--- config.mk ---
export PLATFORM = sky130hd
export DESIGN_NAME = apb_master
export DESIGN_NICKNAME = d
export VERILOG_FILES = /design/src/rtl/apb_master.sv
export SDC_FILE = /design/constraint.sdc
export NUM_CORES = 1
export LEC_CHECK = 0
export ABC_CLOCK_PERIOD_IN_PS = 4510
export BUFFER_PORTS_ARGS = -buffer_cell sky130_fd_sc_hd__buf_2
export CORE_AREA = 2 2 120 122
export CTS_CLUSTER_DIAMETER = 200
export DETAILED_ROUTE_END_ITERATION = 8
export DIE_AREA = 0 0 122 124
export PLACE_DENSITY = 0.83
export SETUP_SLACK_MARGIN = 0.1
export SYNTH_ARGS = -nofsm -noshare
export SYNTH_HDL_FRONTEND = slang
export SYNTH_SLANG_ARGS = --single-unit
--- constraint.sdc ---
create_clock -name PCLK -period 4.51 [get_ports PCLK]
set_input_delay 0 -clock PCLK [delete_from_list [all_inputs] [get_ports PCLK]]
set_output_delay 0 -clock PCLK [all_outputs]
set_load 0.01 [all_outputs]
--- src/rtl/apb_master.sv ---
// APB requester: turns a one-cycle CPU transfer strobe into an APB SETUP/ACCESS
// sequence toward up to four slaves, with address decode, PREADY timeout and error reporting.
module apb_master #(
   parameter int         TIMEOUT = 16,
   parameter logic [3:0] BASE_HI = 4'h1
) (
   input  logic        PCLK,
   input  logic        PRESET,
   input  logic        transfer,
   input  logic        write,
   input  logic [31:0] addr,
   input  logic [31:0] wdata,
   output logic [31:0] rdata,
   output logic        ready,
   output logic        err,
   output logic        busy,
   output logic [31:0] PADDR,
   output logic [31:0] PWDATA,
   output logic        PWRITE,
   output logic [3:0]  PSEL,
   output logic        PENABLE,
   input  logic [31:0] PRDATA0,
   input  logic [31:0] PRDATA1,
   input  logic [31:0] PRDATA2,
   input  logic [31:0] PRDATA3,
   input  logic        PREADY0,
   input  logic        PREADY1,
   input  logic        PREADY2,
   input  logic        PREADY3,
   output logic [1:0]  state_dbg
);

   // Request side handshake: transfer is accepted on any edge where the block is
   // idle or completing; ready is a one-cycle pulse, with rdata/err valid only while it is high.

   typedef enum logic [1:0] {
      IDLE   = 2'd0,
      SETUP  = 2'd1,
      ACCESS = 2'd2
   } state_t;

   localparam logic [4:0] WAIT_LAST = 5'(TIMEOUT - 1);

   state_t      state_q, state_d;
   logic [31:0] paddr_q, paddr_d;
   logic [31:0] pwdata_q, pwdata_d;
   logic        pwrite_q, pwrite_d;
   logic [3:0]  psel_q, psel_d;
   logic        penable_q, penable_d;
   logic        mapped_q, mapped_d;
   logic [1:0]  sel_q, sel_d;
   logic [4:0]  wait_q, wait_d;
   logic [31:0] rdata_q, rdata_d;
   logic        ready_q, ready_d;
   logic        err_q, err_d;
   logic        busy_q, busy_d;

   logic        completing;
   logic        req_mapped;
   logic        sel_ready;
   logic [31:0] sel_rdata;

   assign req_mapped = (addr[31:28] == BASE_HI) && (addr[27:14] == 14'd0);

   // Only the latched slave's response is ever looked at.
   always_comb begin
      sel_ready = 1'b0;
      sel_rdata = 32'd0;
      case (sel_q)
         2'd0: begin sel_ready = PREADY0; sel_rdata = PRDATA0; end
         2'd1: begin sel_ready = PREADY1; sel_rdata = PRDATA1; end
         2'd2: begin sel_ready = PREADY2; sel_rdata = PRDATA2; end
         default: begin sel_ready = PREADY3; sel_rdata = PRDATA3; end
      endcase
   end

   always_comb begin
      state_d    = state_q;
      paddr_d    = paddr_q;
      pwdata_d   = pwdata_q;
      pwrite_d   = pwrite_q;
      psel_d     = psel_q;
      penable_d  = penable_q;
      mapped_d   = mapped_q;
      sel_d      = sel_q;
      wait_d     = wait_q;
      rdata_d    = rdata_q;
      ready_d    = 1'b0;
      err_d      = 1'b0;
      busy_d     = busy_q;
      completing = 1'b0;

      case (state_q)
         IDLE: begin
         end
         SETUP: begin
            state_d   = ACCESS;
            penable_d = 1'b1;
            wait_d    = 5'd0;
         end
         ACCESS: begin
            if (!mapped_q) begin
               completing = 1'b1;
               err_d      = 1'b1;
               rdata_d    = 32'd0;
            end else if (sel_ready) begin
               completing = 1'b1;
               if (!pwrite_q) rdata_d = sel_rdata;
            end else if (wait_q == WAIT_LAST) begin
               completing = 1'b1;
               err_d      = 1'b1;
               rdata_d    = 32'd0;
            end else begin
               wait_d = wait_q + 5'd1;
            end
         end
         default: state_d = IDLE;
      endcase

      if (completing) begin
         ready_d   = 1'b1;
         state_d   = IDLE;
         psel_d    = 4'b0000;
         penable_d = 1'b0;
         busy_d    = 1'b0;
      end

      // A request on the completing edge chains straight into SETUP.
      if (transfer && ((state_q == IDLE) || completing)) begin
         state_d   = SETUP;
         paddr_d   = addr;
         pwdata_d  = wdata;
         pwrite_d  = write;
         mapped_d  = req_mapped;
         sel_d     = addr[13:12];
         psel_d    = req_mapped ? (4'b0001 << addr[13:12]) : 4'b0000;
         penable_d = 1'b0;
         busy_d    = 1'b1;
      end
   end

   always_ff @(posedge PCLK or negedge PRESET) begin
      if (!PRESET) begin
         state_q   <= IDLE;
         paddr_q   <= 32'd0;
         pwdata_q  <= 32'd0;
         pwrite_q  <= 1'b0;
         psel_q    <= 4'b0000;
         penable_q <= 1'b0;
         mapped_q  <= 1'b0;
         sel_q     <= 2'd0;
         wait_q    <= 5'd0;
         rdata_q   <= 32'd0;
         ready_q   <= 1'b0;
         err_q     <= 1'b0;
         busy_q    <= 1'b0;
      end else begin
         state_q   <= state_d;
         paddr_q   <= paddr_d;
         pwdata_q  <= pwdata_d;
         pwrite_q  <= pwrite_d;
         psel_q    <= psel_d;
         penable_q <= penable_d;
         mapped_q  <= mapped_d;
         sel_q     <= sel_d;
         wait_q    <= wait_d;
         rdata_q   <= rdata_d;
         ready_q   <= ready_d;
         err_q     <= err_d;
         busy_q    <= busy_d;
      end
   end

   assign rdata     = rdata_q;
   assign ready     = ready_q;
   assign err       = err_q;
   assign busy      = busy_q;
   assign PADDR     = paddr_q;
   assign PWDATA    = pwdata_q;
   assign PWRITE    = pwrite_q;
   assign PSEL      = psel_q;
   assign PENABLE   = penable_q;
   assign state_dbg = state_q;

endmodule

; Word level (Yosys, flattened, before mapping)
; Cells that the tools add are included.
[totals]
output_inout_bits = 107
elab_cells = 68
register_bits = 115
input_bits = 200
[op_classes]
reduce_logical = 12
shift = 1
eq_ne = 12
n_mux = 29
addsub = 1
[ops]
columns = cell, count
row1 = 2-to-1 mux 32 bit, 4
row2 = case mux 32 bit (3 select lines), 1
row3 = 2-to-1 mux 5 bit, 3
row4 = zero test 14 bit, 1
row5 = 2-to-1 mux 1 bit, 13
row6 = 2-to-1 mux 4 bit, 3
row7 = case mux 5 bit (2 select lines), 1
row8 = "!= test 2 bit, second input constant", 3
row9 = "!= test 3 x 1 -> 1 bit, second input constant", 2
row10 = "adder 5 x 1 -> 5 bit, second input constant", 1
row11 = "equality test 5 x 4 -> 1 bit, second input constant", 1
row12 = "equality test 2 x 1 -> 1 bit, second input constant", 2
row13 = "equality test 2 bit, second input constant", 2
row14 = "equality test 4 x 1 -> 1 bit, second input constant", 1
row15 = zero test 2 bit, 2
row16 = 2-to-1 mux 2 bit, 2
row17 = case mux 2 bit (2 select lines), 1
row18 = AND reduction 4 bit, 1
row19 = nonzero test 2 bit, 2
row20 = "left shift 1 x 2 -> 4 bit, first input constant", 1
row21 = "!= test 3 bit, second input constant", 1
row22 = case mux 1 bit (3 select lines), 1
row23 = AND reduction 3 bit, 1
row24 = nonzero test 3 bit, 1
row25 = other kinds (3), 4

; Logic depth before layout (Yosys ltp)
; Gate-level depths: netlist of the first run.
[depth]
depth_word = 8
mapped_depth = 10
ltp_nobuf = 8

; Least setup slack after synthesis of the first run
; No wires, ideal clock.
[synth_path]
kind = flip-flop to flip-flop
startpoint = register, netlist name PADDR[12]
endpoint = register rdata_q[10], in the netlist rdata[10]
required_ns = 4.385
path_stages_with_launch = 6
setup_slack_ns = 2.258
period_less_slack_ns = 2.252
setup_time_ns = 0.125
t_arrival_ns = 2.127
path_buffers = 2
path_cell_list = dfrtp_1 > buf_2 > mux4_2 > a311oi_4 > buf_6 > mux2_2
[synth_rtl]
columns = item, line_no
row1 = to (signal assigned), 167  ; rdata_q <= rdata_d;
row2 = to (decl), 53  ; logic [31:0] rdata_q, rdata_d;

==> flow_summary.json, run 1 <==
{
  "syn_nets": 705,
  "synth_compound_area_share_pct": 2.64,
  "synth_mux_area_share_pct": 20.4,
  "power_uw": 3120,
  "netlist_top_cells_area": "dfrtp_1, nand2_1, mux4_2",
  "setup_viol": 0,
  "synth-main-ff-cell": "dfrtp_1",
  "fp-row-count": 43,
  "finalCritPeriodShare_pct": 74.9,
  "min_period_ps": 3380,
  "rr_worst_depth": 7,
  "clkTransAtPathRegs_ps": 60,
  "cts_made_buffers": 17,
  "synthCells": 503,
  "die_h_um": 124,
  "max_slew_margin_pct": 33.3,
  "r2r_start": "PADDR[13]",
  "dr_wl_met2_mm": 9.50,
  "p_leak_uw": 0.00463,
  "start_kind": "register",
  "postCtsSetupRepairBufs": 0,
  "grt_max_degree": 74,
  "post_synth_fa_ha_maj_area_fraction_pct": 0.458,
  "synthSimpleGateAreaFrac_pct": 20.9,
  "p_clk_share_pct": 44.6,
  "synthXorXnorAreaFrac_pct": 0,
  "synth_edf_count": 0,
  "grt_util_all_layers_pct": 24.5,
  "rsz0062_at_grt": "false",
  "cts.repair.resized": 0,
  "ys_ff_latch": 113,
  "finalHoldViolations": 0,
  "whs_ps": 129,
  "clock_skew_ps": 14.6,
  "crit_path_end_kind": "register",
  "drc": 0,
  "cp.arrival_ps": 3710,
  "wl_met1_mm": 6.92,
  "p_switching_uw": 818,
  "layout.nets": 1070,
  "grt_pass1_wl_mm": 28.1,
  "clock_latency_ps": 400,
  "syn_to_final_growth_pct": 53.6,
  "initialDrtViolationCount": 343,
  "synthTopCellsByCount": "nand2_1, dfrtp_1, and3_1",
  "cts_hold_buf": 68,
  "cts_max_level": 4,
  "worstSetupStartpoint": "PADDR[13]",
  "routed_wl_mm": 18.7,
  "cap_violations": 0,
  "vias": 5353,
  "yosys.cell_types.count": 38,
  "drive_above_1_share_pct": 46.4,
  "antenna_left": 0,
  "yosysMostFrequentCell": "nand2_1",
  "die_w_um": 122,
  "p_int_uw": 2310,
  "r2r-end": "PSEL[2]",
  "worst_pin_slew_ps": 1000,
  "drt-pass1-iter-count": 5,
  "ys_seq_area_share_pct": 51.8,
  "place_congestion": 0.827,
  "worstPathMaxFanout": 73,
  "synth_top_area_share_pct": 51.8,
  "top_layer": "met4",
  "core_um2": 13700,
  "die_area_um2": 15100,
  "drv_slew": 0,
  "cts_tree": "done",
  "n_fill_cell": 1064,
  "cts.path.max_buffers": 2,
  "met3WireLength_mm": 1.66,
  "via_per_inst": 5.05,
  "power.share.sequential_pct": 36.7,
  "wire_per_inst_um": 17.7,
  "cts_sinks": 113,
  "synth.avg_cell_area_um2": 10.9,
  "yosysWarnings": 0,
  "swShare_pct": 26.2,
  "critPathKind": "register to register",
  "reg2reg_slack_ps": 1130,
  "synthesis.area_um2": 5460,
  "pin_count": 307,
  "setup_tns_ps": 0,
  "fmax_mhz": 296,
  "synth_top_family_by_area": "simple AND/OR/NAND/NOR gates",
  "ys_async_sr_fraction_pct": 100,
  "outcome": "complete, no violations",
  "required_ps": 4840,
  "gr-total-overflow": 0,
  "grt_antenna_before_repair": 1,
  "final_util_pct": 61.1,
  "min_path_type": "primary input to async pin",
  "clockRootBuffer": "clkbuf_16",
  "hpwl_mm": 12.4,
  "combPwrFrac_pct": 18.7,
  "vdd_ir_drop_max_mv": 0.221,
  "power_density_nw_per_um2": 372,
  "synth_top_area_cell": "dfrtp_1",
  "initial_core_util_pct": 39.8,
  "io_buffers": 306,
  "first_global_vias": 5547
}
how the worst max path moves through the flow:
stage / to / slack, ps
5_1_grt: PSEL[2] / 950
3_3_place_gp: rdata[17] / 1690
3_5_place_dp: rdata[14] / 1640
6_report: PSEL[2] / 1130
2_1_floorplan: rdata[10] / 2260
4_1_cts: PSEL[2] / 1150
cells by family (layout without fill, tap and decap cells):
logic type / after synthesis / count (layout)
AND/OR/NAND/NOR: 265 / 265
flip-flops: 113 / 113
multiplexers: 66 / 66
buffers and inverters: 39 / 416
AO/OA/AOI/OAI: 18 / 18
adder cells (fa/ha/maj): 2 / 2
other: 0 / 1
through the flow:
step	setup slack [ps]	area [um2]	std cells
after floorplan	2260	5460	503
after global placement	1690	7090	961
after detailed placement	1640	7090	961
after CTS	1150	8380	1060
after global routing	948	8380	1060
final	1130	8390	1061
cells in the final DEF, fill, tap and decap left out, drive strengths merged, types with 2 or more instances in the layout:
cell	instances
buf	312
nand2	202
dfrtp	113
dlygate4sd3	68
and3	34
mux4	33
mux2	32
clkbuf	19
nand3	7
nor2	6
inv	6
nor4	5
o21ai	5
clkinvlp	4
bufinv	4
nand2b	3
a21oi	3
o31ai	3
clkinv	3
nor3	2
ha	2
layer usage:
metal / vias up / GRT usage, %
met5: - / 0
met4: 0 / 11.9
met3: 59 / 6.68
met2: 304 / 42.8
met1: 2535 / 27.7
li1: 2455 / -
state kept, by name (all words and copies together) (netlist names):
register,count
mapped_q,1
PSEL,4
state_dbg,2
err,1
wait_q,5
rdata,32
ready,1
PWRITE,1
PENABLE,1
PADDR,32
busy,1
PWDATA,32
area by class of cell:
class / count / area, um2 / share of cell area [%]
flip-flops and latches: 113 / 2830 / 33.7
multi-input cells: 351 / 2430 / 29.0
repair buffers: 380 / 2260 / 26.9
clock buffers: 19 / 433 / 5.16
well taps: 180 / 225 / 2.69
clock inverters: 12 / 185 / 2.21
inverters: 5 / 18.8 / 0.224
diodes: 1 / 2.50 / 0.0298
critical path, cell delays in order (launching register included):
cell	delay, ps
dfrtp_1	310
buf_4	390
mux4_2	720
o311ai_4	410
buf_4	650
nand3_1	150
o31ai_1	90
dlygate4sd3_1	570
power by group through the flow:
stage          combinational, uW  clock [uW]  sequential (uW)
6_report                     585        1390             1150
5_1_grt                      636        1480             1150
4_1_cts                      577        1420             1140
3_5_place_dp                 532           0             1160
3_3_place_gp                 519           0             1160
2_1_floorplan                255           0             1190
(Power assumes the default switching activity.)
==> inputs of run 2 (changes only) <==
==> config.mk (replaced) <==
export PLATFORM = sky130hd
export DESIGN_NAME = apb_master
export DESIGN_NICKNAME = d
export VERILOG_FILES = /design/src/rtl/apb_master.sv
export SDC_FILE = /design/constraint.sdc
export NUM_CORES = 1
export LEC_CHECK = 0
export ABC_AREA = 1
export ABC_CLOCK_PERIOD_IN_PS = 3300
export BUFFER_PORTS_ARGS = -buffer_cell sky130_fd_sc_hd__buf_2
export CORE_AREA = 2 2 118 120
export CTS_CLUSTER_DIAMETER = 200
export DETAILED_ROUTE_END_ITERATION = 8
export DIE_AREA = 0 0 120 122
export PLACE_DENSITY = 0.86
export SETUP_SLACK_MARGIN = 0.1
export SYNTH_ARGS = -nofsm -noshare
export SYNTH_HDL_FRONTEND = slang
export SYNTH_SLANG_ARGS = --single-unit
==> constraint.sdc (replaced) <==
create_clock -name PCLK -period 3.3 [get_ports PCLK]
set_input_delay 0 -clock PCLK [delete_from_list [all_inputs] [get_ports PCLK]]
set_output_delay 0 -clock PCLK [all_outputs]
set_load 0.01 [all_outputs]
==> flow_summary.json, run 2 <==
{
  "required_ps": 3640,
  "drt-pass1-iter-count": 5,
  "synth_edf_count": 0,
  "path_cells": "buf_4 -> o21ai_0 -> nand3_2 -> nand2_2 -> nand3_2 -> nand2_4 -> inv_2 -> nand2_1 -> nand2_1",
  "cts.repair.resized": 0,
  "grt_max_degree": 72,
  "ys_seq_area_share_pct": 50.9,
  "cts_max_level": 4,
  "synth_top_family_by_area": "simple AND/OR/NAND/NOR gates",
  "setup_viol": 0,
  "layout.nets": 1333,
  "via_per_inst": 5.05,
  "mostFrequentLayoutCells": "nand2_1, buf_2, dfrtp_1, dlygate4sd3_1, nand3_1",
  "hold_depth": 5,
  "clock_latency_ps": 410,
  "holdCritStartpoint": "PRDATA3[31]",
  "gr-total-overflow": 0,
  "crit_path_end_kind": "register",
  "slowest_stage": "inv_2",
  "die_h_um": 122,
  "synthTopCellsByCount": "nand2_1, dfrtp_1, nand3_1",
  "die_area_um2": 14600,
  "power_density_nw_per_um2": 508,
  "wire_per_inst_um": 15.9,
  "multi_input_area_um2": 2420,
  "finalCritPeriodShare_pct": 75.6,
  "yosys.cell_types.count": 22,
  "clkTransAtPathRegs_ps": 50,
  "place_congestion": 0.808,
  "min_path_type": "primary input to register",
  "cts_hold_buf": 88,
  "synthSimpleGateAreaFrac_pct": 36.0,
  "post_synth_fa_ha_maj_area_fraction_pct": 0.451,
  "critPathKind": "register to register",
  "ys_ff_latch": 113,
  "finalInstanceArea_um2": 8620,
  "whs_ps": 17.2,
  "cts_made_buffers": 17,
  "outcome": "complete, no violations",
  "synthXorXnorAreaFrac_pct": 0,
  "fmax_mhz": 401,
  "worst_pin_slew_ps": 958,
  "max_slew_margin_pct": 36.2,
  "fp-row-count": 43,
  "synth_top_area_share_pct": 50.9,
  "yosysMostFrequentCell": "nand2_1",
  "clockRootBuffer": "clkbuf_16",
  "synth_compound_area_share_pct": 7.16,
  "grt_pass1_wl_mm": 32.4,
  "cts_tree": "done",
  "placed_area_um2": 7180,
  "setup_tns_ps": 0,
  "rr_worst_depth": 9,
  "pin_count": 307,
  "insertedDiodeCount": 0,
  "yosysWarnings": 0,
  "finalHoldViolations": 0,
  "synth-main-ff-cell": "dfrtp_1",
  "clock_skew_ps": 11.1,
  "drc": 0,
  "final-instance-count-excl-fill": 1324,
  "worstSetupStartpoint": "PADDR[13]",
  "cts_sinks": 113,
  "initial_core_util_pct": 41.1,
  "initialDrtViolationCount": 492,
  "synth_mux_area_share_pct": 0,
  "synthCells": 750,
  "antenna_left": 0,
  "cpPeakStageDelay_ps": 700,
  "p_leak_uw": 0.00485,
  "rsz0062_at_grt": "false",
  "ys_async_sr_fraction_pct": 100,
  "cts.path.max_buffers": 2,
  "synthesis.area_um2": 5550,
  "synth.avg_cell_area_um2": 7.41,
  "synth_top_area_cell": "dfrtp_1",
  "io_buffers": 306,
  "vdd_ir_drop_max_mv": 0.343,
  "drive_above_1_share_pct": 31.3,
  "core_um2": 13500,
  "cp.arrival_ps": 2840,
  "hpwl_mm": 13.1,
  "n_fill_cell": 1079,
  "syn_to_final_growth_pct": 55.1,
  "register_area_um2": 2830,
  "netlist_top_cells_area": "dfrtp_1, nand2_1, nand3_1",
  "drv_slew": 0,
  "postCtsSetupRepairBufs": 0,
  "mostFrequentLayoutCell": "nand2_1",
  "cap_violations": 0,
  "vias": 6687,
  "worstPathMaxFanout": 58,
  "routed_wl_mm": 21.0,
  "die_w_um": 120,
  "dp.cells": 1204,
  "min_period_ps": 2500,
  "grt_util_all_layers_pct": 28.2,
  "syn_nets": 952,
  "grt_antenna_before_repair": 0,
  "r2r_start": "PADDR[13]",
  "start_kind": "register",
  "first_global_vias": 6559
}
[run 2: changes by cell type in the layout (fill, tap and decap cells not counted), sizes merged, moves of 5 or more]
cell,previous run,this run
dlygate4sd3,68,88
nor4,5,0
nor2,6,55
mux2,32,0
buf,312,317
o21ai,5,78
and3,34,2
inv,6,24
mux4,33,0
nand3,7,84
nand2,202,343
[run 2: worst paths after layout]
path	to	slack, ps
setup / recovery	PADDR[6]	800
hold / removal	rdata[31]	20
min in group asynchronous	PWDATA[14]	230
setup reg to reg	PADDR[6]	800
max in group asynchronous	rdata[0]	2180
hold reg to reg	rdata[8]	470
[run 2: layout make-up]
| cell class | count | area share [%] |
|---|---|---|
| multi-input combinational | 572 | 28.1 |
| clock buffer | 21 | 5.23 |
| tap | 180 | 2.61 |
| sequential | 113 | 32.8 |
| clock inverter | 11 | 1.25 |
| inverter | 22 | 0.958 |
| timing repair buffer | 405 | 29.0 |
[run 2: logic make-up (layout without fill, tap and decap cells)]
kind of cell / after synthesis / after routing
DFF: 113 / 113
adders and majority gates: 2 / 2
AOI/OAI and AO/OA: 79 / 79
and+or+nand+nor: 491 / 491
buffers and inverters: 65 / 459
[run 2: per-layer routing]
metal | wire length [um] | share of wire (%) | up-vias | track usage, %
met5 | 0 | 0 | - | 0
met4 | 799 | 3.8 | 0 | 14.5
met3 | 1850 | 8.8 | 68 | 8.38
met2 | 10400 | 50 | 396 | 48.3
met1 | 7950 | 38 | 3080 | 32.0
li1 | - | - | 3143 | -
[run 2: critical path: cells and delay by family (launching register included)]
kind	cells	cell delay (ps)
AOI/OAI and AO/OA	1	190
and+or+nand+nor	6	750
buffers and inverters	2	1050
DFF	1	390
[run 2: through the flow]
step	power, uW	util, %	setup WS, ps
3_5_place_dp	2550	53.1	877
6_report	4380	63.8	805
3_3_place_gp	2520	53.1	995
4_1_cts	4360	63.8	859
2_1_floorplan	2140	-	1470
5_1_grt	4590	63.8	566
[run 2: power breakdown]
part	internal (uW)	total, uW	switching [uW]
Combinational	404	1030	628
Sequential	1520	1610	92.4
Clock	1060	1730	672
Total	2980	4380	1390
==> inputs of run 3 (changes only) <==
--- a/config.mk
+++ b/config.mk
@@ -6,13 +6,13 @@
 export NUM_CORES = 1
 export LEC_CHECK = 0
 export ABC_AREA = 1
-export ABC_CLOCK_PERIOD_IN_PS = 3300
+export ABC_CLOCK_PERIOD_IN_PS = 2200
 export BUFFER_PORTS_ARGS = -buffer_cell sky130_fd_sc_hd__buf_2
-export CORE_AREA = 2 2 118 120
+export CORE_MARGIN = 2
+export CORE_UTILIZATION = 41
 export CTS_CLUSTER_DIAMETER = 200
 export DETAILED_ROUTE_END_ITERATION = 8
-export DIE_AREA = 0 0 120 122
-export PLACE_DENSITY = 0.86
+export PLACE_DENSITY = 0.88
 export SETUP_SLACK_MARGIN = 0.1
 export SYNTH_ARGS = -nofsm -noshare
 export SYNTH_HDL_FRONTEND = slang
==> constraint.sdc (replaced) <==
create_clock -name PCLK -period 2.2 [get_ports PCLK]
set_input_delay 0 -clock PCLK [delete_from_list [all_inputs] [get_ports PCLK]]
set_output_delay 0 -clock PCLK [all_outputs]
set_load 0.01 [all_outputs]
==> flow_summary.json, run 3 (synthesis gave the netlist of run 2 again) <==
{
  "p_leak_uw": 0.00491,
  "grt_pass1_wl_mm": 32.6,
  "mostFrequentLayoutCell": "nand2_1",
  "rsz0062_at_grt": "false",
  "power_uw": 6990,
  "finalCritPeriodShare_pct": 89.1,
  "setup_viol": 0,
  "final_util_pct": 66.0,
  "vias": 6797,
  "cts_tree": "done",
  "cts_made_buffers": 17,
  "finalInstanceArea_um2": 8750,
  "min_period_ps": 1960,
  "via_per_inst": 5.14,
  "drv_slew": 0,
  "wire_per_inst_um": 16.3,
  "max_slew_margin_pct": 59.9,
  "layout.nets": 1335,
  "routed_wl_mm": 21.6,
  "first_global_vias": 6391,
  "cts.path.max_buffers": 2,
  "clock_skew_ps": 10.9,
  "critPathKind": "register to register",
  "crit_path_end_kind": "register",
  "io_buffers": 306,
  "clkTransAtPathRegs_ps": 60,
  "die_area_um2": 14500,
  "antenna_left": 0,
  "grt_max_degree": 49,
  "outcome": "complete, no violations",
  "fmax_mhz": 510,
  "vdd_ir_drop_max_mv": 0.515,
  "required_ps": 2480,
  "cap_violations": 0,
  "placed_area_um2": 7280,
  "initial_core_util_pct": 41.9,
  "pin_count": 307,
  "drc": 0,
  "gr-total-overflow": 0,
  "min_path_type": "primary input to register",
  "register_area_um2": 2830,
  "mostFrequentLayoutCells": "nand2_1, buf_2, dfrtp_1, nand3_1, dlygate4sd3_1",
  "fp-row-count": 42,
  "die_w_um": 120,
  "grt_util_all_layers_pct": 29.1,
  "clockRootBuffer": "clkbuf_16",
  "drt-pass1-iter-count": 6,
  "post-place-ws_ps": 131,
  "place_congestion": 0.798,
  "start_kind": "register",
  "worstPathMaxFanout": 48,
  "grt_antenna_before_repair": 1,
  "die_h_um": 120,
  "power_density_nw_per_um2": 800,
  "core_um2": 13200,
  "finalHoldViolations": 0,
  "cts_sinks": 113,
  "fin_ws_ps": 239,
  "setup_tns_ps": 0,
  "initialDrtViolationCount": 522,
  "cp.arrival_ps": 2240,
  "n_fill_cell": 1001,
  "clock_latency_ps": 410,
  "multi_input_area_um2": 2440,
  "hpwl_mm": 13.4,
  "worst_pin_slew_ps": 602,
  "syn_to_final_growth_pct": 57.5,
  "drive_above_1_share_pct": 32.4,
  "cts_max_level": 4
}
run 3: changes by cell type in the layout (fill, tap and decap cells not counted), moves of 2 or more:
cell           before  now
buf_4              12   17
inv_6               2    4
buf_12              0    3
bufinv_16           1    4
dlygate4sd3_1      88   80
clkbuf_1            3    0
clkinv_2            2    0
run 3: area by class of cell:
cell class,instances,share of cell area [%]
clock buffer,17,4.86
timing repair buffer,407,29.1
clock inverter,14,2.33
antenna,1,0.0286
inverter,22,0.973
multi-input combinational,572,27.9
tap,176,2.52
sequential,113,32.3
run 3: stage by stage:
stage / instances / hold slack [ps]
finish: 1322 / 12.2
global route: 1322 / 36.5
CTS: 1321 / 0.0617
detailed placement: 1210 / 31.8
global placement: 1210 / 36.3
floorplan: 750 / -296
run 3: worst paths after layout:
| kind | end | startpoint | slack, ps | cells past startpoint |
|---|---|---|---|---|
| worst max-delay path | PWDATA[11] | wait_q[0] | 240 | 11 |
| worst min-delay path | rdata[7] | PRDATA3[7] | 10 | 5 |
| worst max register to register | PWDATA[11] | wait_q[0] | 240 | 11 |
| worst min register to register | PADDR[26] | PADDR[26] | 470 | 2 |
| max in group asynchronous | rdata[2] | PRESET | 1410 | 3 |
| min in group asynchronous | PADDR[2] | PRESET | 160 | 2 |
run 3: power breakdown:
group          total (uW)  internal [uW]  switching [uW]
Combinational        1600            638             965
Sequential           2430           2280             154
Clock                2960           1910            1050
run 3: layer usage:
layer  vias up  track usage [%]  share of wire [%]
met3        78             7.83                9.6
li1       3154                -                  -
met5         -                0                  0
met4         0             14.1                4.0
met2       425             49.7                 50
met1      3140             33.8                 36
run 3: timing repair:
item / 4_1_cts / 5_1_grt
hold buffers: 80 / 0
gates resized for setup: 0 / 8
buffers inserted: 0 / 0
hold endpoints to repair: 124 / 0
setup endpoints to repair: 0 / 100
run 3: worst max-delay path, cell delays in order, from the launching register on:
cell and delay, ps:
dfrtp_1 410, ha_1 220, nand2_1 80, nor2_1 50, ha_1 220, nor2_4 160, nand3_4 120, nand2_4 110
inv_2 60, buf_12 170, nand2_1 110, nand2_1 100
